File: src/rtl/audio_pkg.sv
// Shared audio constants and elaboration-time parameter checks.
package audio_pkg;

    localparam int unsigned FMT_I2S = 0;
    localparam int unsigned FMT_LJ  = 1;

    // A sample must fit inside its slot.
    function automatic bit slot_fits(input int unsigned sample_w, input int unsigned slot_w);
        return (sample_w >= 1) && (slot_w >= sample_w);
    endfunction

    // The BCLK divider needs at least one CLK cycle per half-period.
    function automatic bit div_ok(input int unsigned clk_div);
        return clk_div >= 1;
    endfunction

    // Only the I2S and left-justified framings exist.
    function automatic bit fmt_ok(input int unsigned fmt);
        return (fmt == FMT_I2S) || (fmt == FMT_LJ);
    endfunction

endpackage

File: src/rtl/i2s_clk_gen.sv
// BCLK generator: divides CLK by 2*CLK_DIV and flags the BCLK falling event.
module i2s_clk_gen
    import audio_pkg::*;
#(
    parameter int unsigned CLK_DIV = 4
) (
    input  logic CLK,
    input  logic RESET,
    output logic o_bclk,
    output logic o_fall_c
);

    localparam int unsigned DIV_W = (CLK_DIV > 1) ? $clog2(CLK_DIV) : 1;

    logic [DIV_W-1:0] r_div_cnt;
    logic             r_bclk;
    logic             w_tc;

    assign w_tc     = (r_div_cnt == DIV_W'(CLK_DIV - 1));
    assign o_fall_c = w_tc & r_bclk;
    assign o_bclk   = r_bclk;

    // Half-period counter; BCLK toggles at each terminal count.
    always_ff @(posedge CLK) begin
        if (RESET) begin
            r_div_cnt <= '0;
            r_bclk    <= 1'b0;
        end else if (w_tc) begin
            r_div_cnt <= '0;
            r_bclk    <= ~r_bclk;
        end else begin
            r_div_cnt <= r_div_cnt + DIV_W'(1);
        end
    end

endmodule

File: src/rtl/i2s_tx_master.sv
// I2S / left-justified stereo DAC transmitter, BCLK/LRCLK master, with a one-frame sample buffer.
module i2s_tx_master
    import audio_pkg::*;
#(
    parameter int unsigned SAMPLE_WIDTH  = 16,
    parameter int unsigned SLOT_WIDTH    = 32,
    parameter int unsigned CLK_DIV       = 4,
    parameter int unsigned FORMAT        = FMT_I2S,
    parameter int unsigned MUTE_ON_UNDER = 1
) (
    input  logic                    CLK,
    input  logic                    RESET,
    input  logic                    s_valid,
    output logic                    s_ready,
    input  logic [SAMPLE_WIDTH-1:0] s_left,
    input  logic [SAMPLE_WIDTH-1:0] s_right,
    output logic                    BCLK,
    output logic                    LRCLK,
    output logic                    DACDAT,
    output logic                    frame_start,
    output logic                    underrun
);

    localparam int unsigned FRAME_BITS = 2 * SLOT_WIDTH;
    localparam int unsigned POS_W      = $clog2(FRAME_BITS);
    localparam int unsigned LAST_POS   = FRAME_BITS - 1;

    // Reject impossible configurations at elaboration.
    if (!slot_fits(SAMPLE_WIDTH, SLOT_WIDTH)) begin : g_err_slot
        $error("i2s_tx_master: SLOT_WIDTH must be >= SAMPLE_WIDTH");
    end
    if (!div_ok(CLK_DIV)) begin : g_err_div
        $error("i2s_tx_master: CLK_DIV must be >= 1");
    end
    if (!fmt_ok(FORMAT)) begin : g_err_fmt
        $error("i2s_tx_master: FORMAT must be FMT_I2S or FMT_LJ");
    end

    logic                    w_bclk;
    logic                    w_fall_c;
    logic                    w_load_c;
    logic                    w_accept_c;
    logic                    w_buf_full_nxt;
    logic [POS_W-1:0]        w_pos_next;
    logic [POS_W-1:0]        w_bit_idx;
    logic [FRAME_BITS-1:0]   w_stream;
    logic                    w_stream_bit;
    logic [SAMPLE_WIDTH-1:0] w_frame_left_nxt;
    logic [SAMPLE_WIDTH-1:0] w_frame_right_nxt;
    logic [SAMPLE_WIDTH-1:0] w_src_left;
    logic [SAMPLE_WIDTH-1:0] w_src_right;

    logic [SAMPLE_WIDTH-1:0] r_buf_left;
    logic [SAMPLE_WIDTH-1:0] r_buf_right;
    logic                    r_buf_full;
    logic                    r_s_ready;
    logic [SAMPLE_WIDTH-1:0] r_frame_left;
    logic [SAMPLE_WIDTH-1:0] r_frame_right;
    logic [POS_W-1:0]        r_pos;
    logic                    r_lrclk;
    logic                    r_dacdat;
    logic                    r_frame_start;
    logic                    r_underrun;

    i2s_clk_gen #(
        .CLK_DIV (CLK_DIV)
    ) u_clk_gen (
        .CLK      (CLK),
        .RESET    (RESET),
        .o_bclk   (w_bclk),
        .o_fall_c (w_fall_c)
    );

    assign w_pos_next = (r_pos == POS_W'(LAST_POS)) ? '0 : r_pos + POS_W'(1);
    assign w_load_c   = w_fall_c & (r_pos == POS_W'(LAST_POS));
    assign w_accept_c = s_valid & r_s_ready;

    // Buffer occupancy after this cycle: a load drains it, an accept fills it (never both).
    always_comb begin
        w_buf_full_nxt = r_buf_full;
        if (w_load_c && r_buf_full) begin
            w_buf_full_nxt = 1'b0;
        end else if (w_accept_c) begin
            w_buf_full_nxt = 1'b1;
        end
    end

    // Frame register contents after this cycle, including underrun mute/repeat.
    always_comb begin
        w_frame_left_nxt  = r_frame_left;
        w_frame_right_nxt = r_frame_right;
        if (w_load_c) begin
            if (r_buf_full) begin
                w_frame_left_nxt  = r_buf_left;
                w_frame_right_nxt = r_buf_right;
            end else if (MUTE_ON_UNDER != 0) begin
                w_frame_left_nxt  = '0;
                w_frame_right_nxt = '0;
            end
        end
    end

    // Bit mux: LJ shows the new position of the (possibly just loaded) frame; I2S lags one bit
    // and so still shows the outgoing frame's last bit at position 0.
    always_comb begin
        w_bit_idx   = '0;
        w_src_left  = r_frame_left;
        w_src_right = r_frame_right;
        if (FORMAT == FMT_LJ) begin
            w_bit_idx   = w_pos_next;
            w_src_left  = w_frame_left_nxt;
            w_src_right = w_frame_right_nxt;
        end else begin
            w_bit_idx = (w_pos_next == '0) ? POS_W'(LAST_POS) : w_pos_next - POS_W'(1);
        end
        w_stream = '0;
        for (int i = 0; i < int'(SAMPLE_WIDTH); i++) begin
            w_stream[i]                   = w_src_left[int'(SAMPLE_WIDTH) - 1 - i];
            w_stream[int'(SLOT_WIDTH) + i] = w_src_right[int'(SAMPLE_WIDTH) - 1 - i];
        end
    end

    assign w_stream_bit = w_stream[w_bit_idx];

    // Sample buffer and ready handshake.
    always_ff @(posedge CLK) begin
        if (RESET) begin
            r_buf_left  <= '0;
            r_buf_right <= '0;
            r_buf_full  <= 1'b0;
            r_s_ready   <= 1'b0;
        end else begin
            if (w_accept_c) begin
                r_buf_left  <= s_left;
                r_buf_right <= s_right;
            end
            r_buf_full <= w_buf_full_nxt;
            r_s_ready  <= ~w_buf_full_nxt;
        end
    end

    // Frame register, slot position, LRCLK/DACDAT and the load/underrun pulses.
    always_ff @(posedge CLK) begin
        if (RESET) begin
            r_frame_left  <= '0;
            r_frame_right <= '0;
            r_pos         <= POS_W'(LAST_POS);
            r_lrclk       <= 1'b0;
            r_dacdat      <= 1'b0;
            r_frame_start <= 1'b0;
            r_underrun    <= 1'b0;
        end else begin
            r_frame_left  <= w_frame_left_nxt;
            r_frame_right <= w_frame_right_nxt;
            r_frame_start <= w_load_c;
            r_underrun    <= w_load_c & ~r_buf_full;
            if (w_fall_c) begin
                r_pos    <= w_pos_next;
                r_lrclk  <= (w_pos_next >= POS_W'(SLOT_WIDTH));
                r_dacdat <= w_stream_bit;
            end
        end
    end

    assign s_ready     = r_s_ready;
    assign BCLK        = w_bclk;
    assign LRCLK       = r_lrclk;
    assign DACDAT      = r_dacdat;
    assign frame_start = r_frame_start;
    assign underrun    = r_underrun;

endmodule

File: config.mk
export PLATFORM = sky130hd
export DESIGN_NAME = i2s_tx_master
export DESIGN_NICKNAME = d
export VERILOG_FILES = /design/src/rtl/audio_pkg.sv /design/src/rtl/i2s_clk_gen.sv /design/src/rtl/i2s_tx_master.sv
export SDC_FILE = /design/constraint.sdc
export NUM_CORES = 1
export LEC_CHECK = 0
export BUFFER_PORTS_ARGS = -buffer_cell sky130_fd_sc_hd__buf_2
export CORE_UTILIZATION = 52
export CTS_BUF_LIST = sky130_fd_sc_hd__clkbuf_16
export DETAILED_ROUTE_END_ITERATION = 7
export MAX_ROUTING_LAYER = met4
export PLACE_DENSITY = 0.75
export SYNTH_ARGS = -nofsm -noshare
export SYNTH_HDL_FRONTEND = slang
export SYNTH_SLANG_ARGS = --single-unit
File: constraint.sdc
create_clock -name CLK -period 2.7 [get_ports CLK]
set_input_delay 0.54 -clock CLK [delete_from_list [all_inputs] [get_ports CLK]]
set_output_delay 0.54 -clock CLK [all_outputs]
set_load 0.005 [all_outputs]
## After elaboration in Yosys (flattened, before gate mapping)

Index checks and enable logic that the tools add are counted.

- Bits in registers: 79
- Bits in latches: 0
- RAM bits: 0
- Memory bits (read-only): 0
- Input port bits: 35
- Output and inout bits: 6
- Word-level logic and storage cells: 38
- Memories: 0

- $add $sub $neg: 3
- Multipliers: 0
- Divide/modulo/power cells: 0
- Magnitude comparators: 2
- Equality and inequality tests: 2
- Shifts and indexed selects: 0
- Mux-type cells: 8
- Bitwise gates (word level): 7
- Reduce and logical (&&, ||, !) cells: 3

Operators by type and width:

| cell | count |
|---|---|
| $mux 16 | 2 |
| $mux 6 | 2 |
| $lt 6x7->1 const B | 1 |
| $add 6x1->6 const B | 1 |
| $bmux 1 s6 | 1 |
| $eq 6x6->1 const B | 1 |
| $ge 6x6->1 const B | 1 |
| $logic_not 6->1 | 1 |
| $sub 6x1->6 const B | 1 |
| $and 1x1->1 | 4 |
| $mux 1 | 3 |
| $not 1->1 | 3 |
| $add 2x1->2 const B | 1 |
| $eq 2x2->1 const B | 1 |
| $reduce_or 2->1 | 1 |
| $logic_and 1x1->1 | 1 |

## Longest topological paths before layout

Gate-level depths: netlist (run 1).

- Depth in word-level cells: 6
- Depth in mapped cells: 12
- Mapped depth without buffers: 9

## Modules after synthesis

A second synthesis (run 1) with hierarchy kept.

- Cells, all modules: 438
- Area total of the unflattened synthesis: 3,512.1 µm²

By module, submodules not included:

| module | times used | cells each | area an instance (µm²) | sequential area each (µm²) |
|---|---|---|---|---|
| i2s_tx_master | 1 | 429 | 3,407.0 | 1,521.5 |
| i2s_clk_gen | 1 | 9 | 105.1 | 60.1 |

## Worst setup path after synthesis (run 1)

OpenSTA, ideal clock, no wires.

- Kind: reg2reg
- Start point: reg r_pos[0]
- End point: reg r_dacdat (netlist: DACDAT)
- Setup time: 0.087 ns
- Data arrival time: 2.570 ns
- Required time: 2.613 ns
- Setup slack: 0.043 ns
- Stages on the path, launching flop included: 13
- Buffers on the path: 3
- Period minus slack after synthesis: 2.657 ns
- Path through: dfxtp_1 -> ha_1 -> buf_2 -> and4_1 -> and2_1 -> buf_6 -> or3_4 -> and2_4 -> buf_6 -> a2111o_1 -> nand3_1 -> a211oi_1 -> o31ai_1

- Longest elaborated chain between the ends: 6
- Elaborated cells between the ends (all ways): 8
- Classes of those cells: add/sub (2); eq/ne (1); mux (4); reduce/logical (1)

Ends and longest elaborated chain:

| item | RTL line | source |
|---|---|---|
| start, declared | i2s_tx_master.sv:59 | `logic [POS_W-1:0] r_pos;` |
| start signal, assigned | i2s_tx_master.sv:147 | `r_pos <= POS_W'(LAST_POS);` |
| start signal, assigned | i2s_tx_master.sv:158 | `r_pos <= w_pos_next;` |
| $add 6x1->6 or $eq 6x6->1 (tied branches) | i2s_tx_master.sv:74 | `assign w_pos_next = (r_pos == POS_W'(LAST_POS)) ? '0 : r_pos + POS_W'(1);` |
| $mux 6 * | i2s_tx_master.sv:74 |  |
| $sub 6x1->6 or $logic_not 6->1 (tied branches) | i2s_tx_master.sv:114 | `w_bit_idx = (w_pos_next == '0) ? POS_W'(LAST_POS) : w_pos_next - POS_W'(1);` |
| $mux 6 * | i2s_tx_master.sv:114 |  |
| $bmux 1 s6 * | i2s_tx_master.sv:123 | `assign w_stream_bit = w_stream[w_bit_idx];` |
| $mux 1 (not written as such) * | i2s_tx_master.sv:123 |  |
| end signal, assigned | i2s_tx_master.sv:160 | `r_dacdat <= w_stream_bit;` |
| end, declared | i2s_tx_master.sv:61 | `logic r_dacdat;` |

Every way passes the cells marked *; elsewhere a longest branch is shown, timed or not. The select of a mux whose other input is x is not followed.
A chain may end at the register's enable or synchronous reset.

## Final worst setup path (run 1)

Ends and elaborated chain as after synthesis.

==> results.cfg, run 1 <==
[run_status]
status = completed

[sta]
fmax_ghz = 0.394
max_slew.worst_pin.slew_ns = 0.586
slew_headroom = 0.609
finalSetupViolations = 0
slew_viol_final = 0
hold_viol_final = 0
rsz0062_at_grt = no
fin_crit_sh = 0.940
period_needed_ns = 2.54
setup-tns-final_ns = 0
worst_clock_skew_ns = 0.00653

[cts]
clkLatencyLatePin_ns = 0.33
ctsRootBufferMaster = clkbuf_16
htree_levels = 3
clk_pin_slew_ns = 0.06
clock_sinks = 79
cts_buffers = 9
clockBufferDepth = 2
tritoncts = built
cts.hold.buffers_added = 0

[setup_path]
crit_required_ns = 2.95
r2r_end = DACDAT$_SDFFE_PP0P_
critPathKind = register to register
startpoint_type = register
worstPathArrival_ns = 2.79
startpoint = r_pos[0]$_SDFFE_PP1P_
worst-r2r-setup-slack_ns = 0.16
crit_path_end_kind = register
rr_startpoint = r_pos[0]$_SDFFE_PP1P_
crit_fanout = 8
r2r_cells = 9

[routing]
avgViaCountPerCell = 5.41
drtIter0Drc = 189
vias = 2994
final_antenna_net_count = 0
finalWirelength_mm = 7.37
dr.pass1.iters = 4
wl_per_cell_um = 13.3
drc = 0

[placed_design]
routabilityCongestion = 0.924
place_area_sq_mm = 0.00370
portBuffers = 40
dp_hpwl_mm = 5.16

[global_routing]
grt_util_all_layers = 0.227
grt_pass1_vias = 2784
grt_pass1_wl_mm = 12.4
grt_max_degree = 40
antenna_found_initial = 0
grt.overflow.total = 0

[yosys]
synth_area_per_cell_sq_um = 7.81
synth_edf_count = 0
syn_nets = 478
seq_area_frac_synth = 0.460
synth-main-ff-cell = dfxtp_1
synthCells = 440
synthArstFlopShare = 0
synth_area_sq_mm = 0.00344
yosys_register_bits = 79
synth.distinct_cells = 46
ys_warn_count = 0

[final_layout]
area_growth_pct = 15.8
final_area_sq_mm = 0.00398
drive_gt1_frac = 0.174
n_antenna_cell = 0
nets = 509

[hold_path]
holdCritStartpoint = u_clk_gen.r_div_cnt[0]$_SDFF_PP0_
worstHoldPathType = register to register
hold_end = u_clk_gen.r_div_cnt[0]$_SDFF_PP0_
hold_path_depth = 1

[die]
io_pins = 41
rows = 29
die_x_um = 83.3
die_area_sq_mm = 0.00694
start_util = 0.541
die_height_um = 83.3
core_area_sq_mm = 0.00635

[pwr]
p_leak_nw = 1.49
peakVddDrop_mv = 0.428
p_per_area_mw_per_mm2 = 622

[flow_run]
maxCapViolations = 0
==> layout by cell type (no fill, tap or decap), drive strengths merged, types with 2 or more instances in the layout <==
cell type / n
nand2: 111
nand3: 33
a31oi: 5
nor2: 25
mux2i: 6
o21bai: 2
a2111oi: 2
clkbuf: 9
o21ai: 4
xor2: 2
and3: 2
o31ai: 2
a211oi: 3
nand3b: 4
and2: 6
nand2b: 3
ha: 3
or2: 2
clkinvlp: 3
xnor2: 4
nor3: 10
inv: 8
buf: 57
nor2b: 2
dfxtp: 79
a21oi: 71
mux2: 2
==> worst max path at each step <==
stage | depth (start not counted) | slack, ns | to
finish | 9 | 0.16 | DACDAT$_SDFFE_PP0P_
floorplan | 12 | 0.04 | DACDAT$_SDFFE_PP0P_
CTS | 9 | 0.11 | DACDAT$_SDFFE_PP0P_
global route | 9 | 0.01 | DACDAT$_SDFFE_PP0P_
global placement | 9 | 0.14 | DACDAT$_SDFFE_PP0P_
detailed placement | 9 | 0.14 | DACDAT$_SDFFE_PP0P_
==> state kept, by name, indices dropped and copies added (netlist names) <==
name	flops
r_frame_right	16
u_clk_gen.o_bclk	1
r_buf_full	1
frame_start	1
DACDAT	1
u_clk_gen.r_div_cnt	2
r_buf_right	16
r_pos	6
r_frame_left	16
r_buf_left	16
underrun	1
LRCLK	1
s_ready	1
==> worst max-delay path, stage by stage, from the launching register on <==
cell,delay [ns]
dfxtp_1,0.35
ha_2,0.26
and4_1,0.22
and2_1,0.22
or3_4,0.44
and2_4,0.20
a2111o_1,0.40
nand3_1,0.08
a211oi_1,0.05
o31ai_1,0.22
==> synth_stat cells (all sizes together), types with 2 or more instances <==
cell / instances / area, sq um
xor2: 2 / 17.5
a31oi: 5 / 31.3
or2: 2 / 12.5
and3: 2 / 12.5
and2: 6 / 40.0
nand2b: 3 / 18.8
mux2: 2 / 22.5
o21bai: 2 / 15.0
nor3: 10 / 50.1
nand3: 33 / 165
a21oi: 71 / 355
nand2: 111 / 417
nand3b: 4 / 30.0
inv: 5 / 18.8
a211oi: 3 / 22.5
buf: 9 / 62.6
ha: 3 / 37.5
dfxtp: 79 / 1580
a2111oi: 2 / 17.5
nor2: 25 / 93.8
o31ai: 2 / 15.0
mux2i: 6 / 60.1
nor2b: 2 / 12.5
xnor2: 4 / 53.8
clkbuf: 28 / 105
o21ai: 4 / 20.0
==> layer usage <==
layer | share of wire | GRT usage
met5 | 0 | -
met4 | 0.024 | 0.116
met3 | 0.030 | 0.0408
met2 | 0.46 | 0.346
met1 | 0.49 | 0.289
==> power by group <==
part	internal (W)	switching (W)	total [W]
clock	0.000623	0.000485	0.00111
combinational	0.0000612	0.0000879	0.000149
sequential	0.00120	0.0000213	0.00122
total	0.00188	0.000594	0.00248
==> cells by family after synthesis <==
group	synth area share
buffers and inverters	0.0542
AND/OR/NAND/NOR	0.258
flip-flops	0.460
multiplexers	0.0306
AO/OA/AOI/OAI	0.166
adder cells (fa/ha/maj)	0.0109
XOR/XNOR	0.0207
==> what timing repair did <==
action                                  4_1_cts  5_1_grt
resized for setup                             0        3
setup buffers                                 0        0
hold endpoints to repair                      0        0
endpoints found under the setup margin        0        1
==> final cells by class <==
cell class	instances	area, sq um
repair buffers	57	328
well taps	77	96.3
flip-flops and latches	79	1580
clock inverters	7	48.8
multi-input cells	319	1680
inverters	5	18.8
clock buffers	9	225
fillers	552	2370
==> metrics by stage <==
stage               hold WS (ns)  setup WS, ns  std cells  utilization  total power [W]
floorplan                  0.404        0.0430        440            -          0.00134
global placement           0.414         0.138        537        0.582          0.00139
global route               0.442        0.0117        553        0.627          0.00256
CTS                        0.430         0.112        553        0.625          0.00249
finish                     0.429         0.162        553        0.627          0.00248
detailed placement         0.427         0.136        537        0.582          0.00139
Power figures use the tool's default switching activity.
==> run 2, diff against run 1 <==
Settings changed: CORE_UTILIZATION 52 to 57, PLACE_DENSITY 0.75 to 0.78.
Clock period 2.7 ns to 2.58 ns, I/O delays scaled along.
==> run 2 against run 1 <==
Net effect:
- sequential cell count is the same
- combinational power grew 6%
- worst hold slack got worse by 0.013 ns
- worst setup slack lost 0.071 ns
- first-iteration DRC count up 12%
- clock power up 27%
- largest cell class unchanged
==> results.cfg, run 2 (synthesis gave the netlist of run 1 again) <==
[run_status]
status = completed

[global_routing]
met2_usage = 0.405
grt-busiest-layer = met2
grt.met3_usage = 0.0731
use_met1 = 0.349
antenna_found_initial = 0
grt_max_degree = 36
grt_pass1_wl_mm = 12.9
grt_pass1_vias = 2775
grt.overflow.total = 0
grt_util_all_layers = 0.271

[routing]
wl_per_cell_um = 14.0
vias = 3074
drtIter0Drc = 212
finalWirelength_mm = 7.64
avgViaCountPerCell = 5.63
drc = 0
final_antenna_net_count = 0
dr.pass1.iters = 4

[die]
io_pins = 41
start_util = 0.606
die_area_sq_mm = 0.00635
core_area_sq_mm = 0.00568
die_height_um = 79.7
rows = 27
die_x_um = 79.7

[final_layout]
layout_commonest_cell = nand2_1
area_growth_pct = 18.3
final_cell_mix = nand2_1, dfxtp_1, a21oi_1
n_antenna_cell = 0
nets = 507
drive_gt1_frac = 0.184

[sta]
hold_viol_final = 0
whs_ns = 0.416
slew_viol_final = 0
worst_clock_skew_ns = 0.00576
worst_slack_ns = 0.0907
fin_crit_sh = 0.965
fmax_ghz = 0.402
slew_headroom = 0.590
finalSetupViolations = 0
max_slew.worst_pin.slew_ns = 0.614
period_needed_ns = 2.49

[cts]
clk_pin_slew_ns = 0.06
ctsRootBufferMaster = clkbuf_16
htree_levels = 3
tritoncts = built
clkLatencyLatePin_ns = 0.33
cts.hold.buffers_added = 0
cts_buffers = 9
clockBufferDepth = 2
clock_sinks = 79

[pwr]
sw_frac_of_total = 0.217
p_per_area_mw_per_mm2 = 699
switchingPower_w = 0.000616
seq_power_share = 0.449
peakVddDrop_mv = 0.655
p_leak_nw = 1.52
intPower_w = 0.00223
p_comb_frac = 0.056
clkPwrFrac = 0.495

[setup_path]
worstPathArrival_ns = 2.70
critPathKind = register to register
crit_fanout = 10
crit_path_end_kind = register
crit_required_ns = 2.79
startpoint_type = register

[placed_design]
routabilityCongestion = 0.909
dp_hpwl_mm = 4.93
place_ws_ns = -0.00705
portBuffers = 40

[flow_run]
maxCapViolations = 0

[hold_path]
worstHoldPathType = input pin to register
run 2: worst paths after layout:
| kind | cells after the start | to | startpoint | slack, ns |
|---|---|---|---|---|
| worst max-delay path | 9 | DACDAT$_SDFFE_PP0P_ | r_pos[0]$_SDFFE_PP1P_ | 0.09 |
| worst max register to register | 9 | DACDAT$_SDFFE_PP0P_ | r_pos[0]$_SDFFE_PP1P_ | 0.09 |
| worst min-delay path | 3 | r_buf_right[4]$_SDFFE_PP0P_ | s_right[4] | 0.42 |
| worst min register to register | 1 | u_clk_gen.r_div_cnt[0]$_SDFF_PP0_ | u_clk_gen.r_div_cnt[0]$_SDFF_PP0_ | 0.43 |
run 2: per-layer routing:
layer,wire length [um],share of wire
met2,3620,0.47
met5,0,0
met4,114,0.015
met3,338,0.044
met1,3570,0.47
run 2: what timing repair did:
item / in CTS / in global routing
resized for setup: 1 / 6
setup endpoints to repair: 1 / 1
endpoints found under the hold margin: 0 / 0
setup buffers: 0 / 0
run 2: area by class of cell:
cell class                 instances  area [sq um]
multi-input combinational        319          1720
timing repair buffer              55           313
clock buffer                      10           250
clock inverter                     6          90.1
inverter                           5          18.8
sequential                        79          1590
tap                               72          90.1
fill                             461          1610
run 2: power groups by stage:
stage	combinational [W]	sequential, W	clock, W
floorplan	0.000111	0.00129	0
global placement	0.000151	0.00130	0
detailed placement	0.000156	0.00130	0
CTS	0.000157	0.00127	0.00143
global route	0.000179	0.00128	0.00148
finish	0.000158	0.00128	0.00141
run 2: per-stage QoR:
step / area [sq um] / setup TNS, ns / cells / power, W / util
3_3_place_gp: 3680 / 0 / 530 / 0.00145 / 0.649
3_5_place_dp: 3680 / -0.00705 / 530 / 0.00146 / 0.649
2_1_floorplan: 3450 / 0 / 440 / 0.00140 / -
4_1_cts: 4030 / 0 / 546 / 0.00286 / 0.710
6_report: 4070 / 0 / 546 / 0.00284 / 0.716
5_1_grt: 4070 / -0.00533 / 546 / 0.00294 / 0.716
run 2: critical path, stage by stage (launching register included):
cell	delay (ns)
dfxtp_4	0.39
ha_4	0.20
and4_1	0.22
and2_1	0.22
or3_4	0.41
and2_4	0.20
o31ai_1	0.22
nor2_1	0.08
o41ai_1	0.30
o31ai_1	0.12
==> run 3, diff against run 2 <==
Settings changed: ABC_AREA set to 0, CORE_ASPECT_RATIO set to 1.5.
==> run 3 against run 2 <==
Net effect:
- clock skew up 0.0017 ns
- die area up 0.10%
- wire length up 0.62%
- sequential share of layout area up 0.18 points
==> results.cfg, run 3 (synthesis gave the netlist of run 1 again) <==
[pwr]
p_per_area_mw_per_mm2 = 658
peakVddDrop_mv = 0.476
p_leak_nw = 1.53

[cts]
cts_buffers = 9
clock_sinks = 79
clk_pin_slew_ns = 0.06
clockBufferDepth = 2
ctsRootBufferMaster = clkbuf_16
htree_levels = 3
clkLatencyLatePin_ns = 0.34
tritoncts = built

[die]
core_area_sq_mm = 0.00583
io_pins = 41
die_area_sq_mm = 0.00635
die_height_um = 97.1
start_util = 0.590
rows = 34
die_x_um = 65.4

[setup_path]
critPathKind = register to register
startpoint_type = register
worst-r2r-setup-slack_ns = 0.13
r2r_end = DACDAT$_SDFFE_PP0P_
crit_fanout = 10
crit_path_end_kind = register
rr_startpoint = r_pos[0]$_SDFFE_PP1P_
worstPathArrival_ns = 2.70
crit_required_ns = 2.83
r2r_cells = 9

[final_layout]
nets = 509
layout_commonest_cell = nand2_1
final_cell_mix = nand2_1, dfxtp_1, a21oi_1
n_antenna_cell = 0
drive_gt1_frac = 0.185
fillCellCount = 467
area_growth_pct = 17.7
stdcell_count = 548
final_area_sq_mm = 0.00405
finish.utilization = 0.695

[sta]
finalSetupViolations = 0
fmax_ghz = 0.408
hold_viol_final = 0
max_slew.worst_pin.slew_ns = 0.801
slew_headroom = 0.466
setup-tns-final_ns = 0
slew_viol_final = 0
worst_slack_ns = 0.130
worst_clock_skew_ns = 0.00750
fin_crit_sh = 0.949
period_needed_ns = 2.45

[global_routing]
antenna_found_initial = 0
grt_max_degree = 46
grt_util_all_layers = 0.272
grt_pass1_wl_mm = 13.2
grt.overflow.total = 0
grt_pass1_vias = 2956

[hold_path]
hold_path_depth = 3
holdCritStartpoint = s_right[15]
worstHoldPathType = input pin to register
hold_end = r_buf_right[15]$_SDFFE_PP0P_

[routing]
drtIter0Drc = 148
vias = 3049
wl_per_cell_um = 14.0
drc = 0
dr.pass1.iters = 4
final_antenna_net_count = 0
finalWirelength_mm = 7.69
avgViaCountPerCell = 5.56

[placed_design]
place_area_sq_mm = 0.00372
place_ws_ns = 0.0949
dp_cells = 532
portBuffers = 40
dp_hpwl_mm = 5.28
routabilityCongestion = 0.984

[flow_run]
maxCapViolations = 0

[run_status]
status = completed
## run 3: changes by cell type in the layout (fill, tap and decap cells not counted), sizes merged
cell	previous run	this run
bufinv	2	1
buf	55	57
clkinvlp	2	0
clkinv	1	5
clkbuf	10	9
## run 3: timing repair
item                                    CTS  global route
hold buffers                              0             0
gates resized for setup                   0             8
endpoints found under the setup margin    0             1
buffers inserted                          0             0
## run 3: layout make-up
| cell class | instances | area [sq um] | area share |
|---|---|---|---|
| clock buffers | 9 | 225 | 0.0556 |
| clock inverters | 7 | 65.1 | 0.0161 |
| inverters | 5 | 18.8 | 0.00464 |
| multi-input cells | 319 | 1710 | 0.422 |
| flip-flops and latches | 79 | 1590 | 0.392 |
| well taps | 72 | 90.1 | 0.0223 |
| repair buffers | 57 | 353 | 0.0872 |
## run 3: worst max path at each step
stage / start / end / slack (ns) / depth (start not counted)
after floorplan: r_pos[0]$_SDFFE_PP1P_ / DACDAT$_SDFFE_PP0P_ / 0.01 / 12
after global placement: r_pos[1]$_SDFFE_PP1P_ / DACDAT$_SDFFE_PP0P_ / 0.14 / 9
after detailed placement: r_pos[1]$_SDFFE_PP1P_ / DACDAT$_SDFFE_PP0P_ / 0.09 / 9
after CTS: r_pos[1]$_SDFFE_PP1P_ / DACDAT$_SDFFE_PP0P_ / 0.07 / 9
after global routing: r_pos[0]$_SDFFE_PP1P_ / DACDAT$_SDFFE_PP0P_ / -0.06 / 10
final: r_pos[0]$_SDFFE_PP1P_ / DACDAT$_SDFFE_PP0P_ / 0.13 / 9
## run 3: layer usage
layer | vias up | GRT usage | wire length (um)
li1 | 1551 | - | -
met1 | 1425 | 0.322 | 3430
met2 | 63 | 0.445 | 3930
met3 | 10 | 0.0505 | 212
met4 | 0 | 0.109 | 121
met5 | - | - | 0
## run 3: worst max-delay path, cell delays in order (launching register included)
cell      delay (ns)
dfxtp_4         0.38
ha_1            0.38
nand2b_1        0.15
nor2_1          0.09
or3_4           0.43
and2_4          0.20
a2111o_1        0.41
nand3_1         0.10
a211oi_2        0.05
o31ai_1         0.17
## run 3: where the power goes
part / internal (W) / switching (W) / leakage (nW) / total, W
Sequential: 0.00125 / 0.0000179 / 0.640 / 0.00127
Combinational: 0.0000668 / 0.0000985 / 0.738 / 0.000165
Clock: 0.000741 / 0.000486 / 0.148 / 0.00123
Total: 0.00206 / 0.000602 / 1.53 / 0.00266
## run 3: through the flow
stage | power [W] | hold WS, ns
floorplan | 0.00140 | 0.404
global placement | 0.00145 | 0.412
detailed placement | 0.00146 | 0.437
CTS | 0.00267 | 0.408
global route | 0.00276 | 0.409
finish | 0.00266 | 0.409
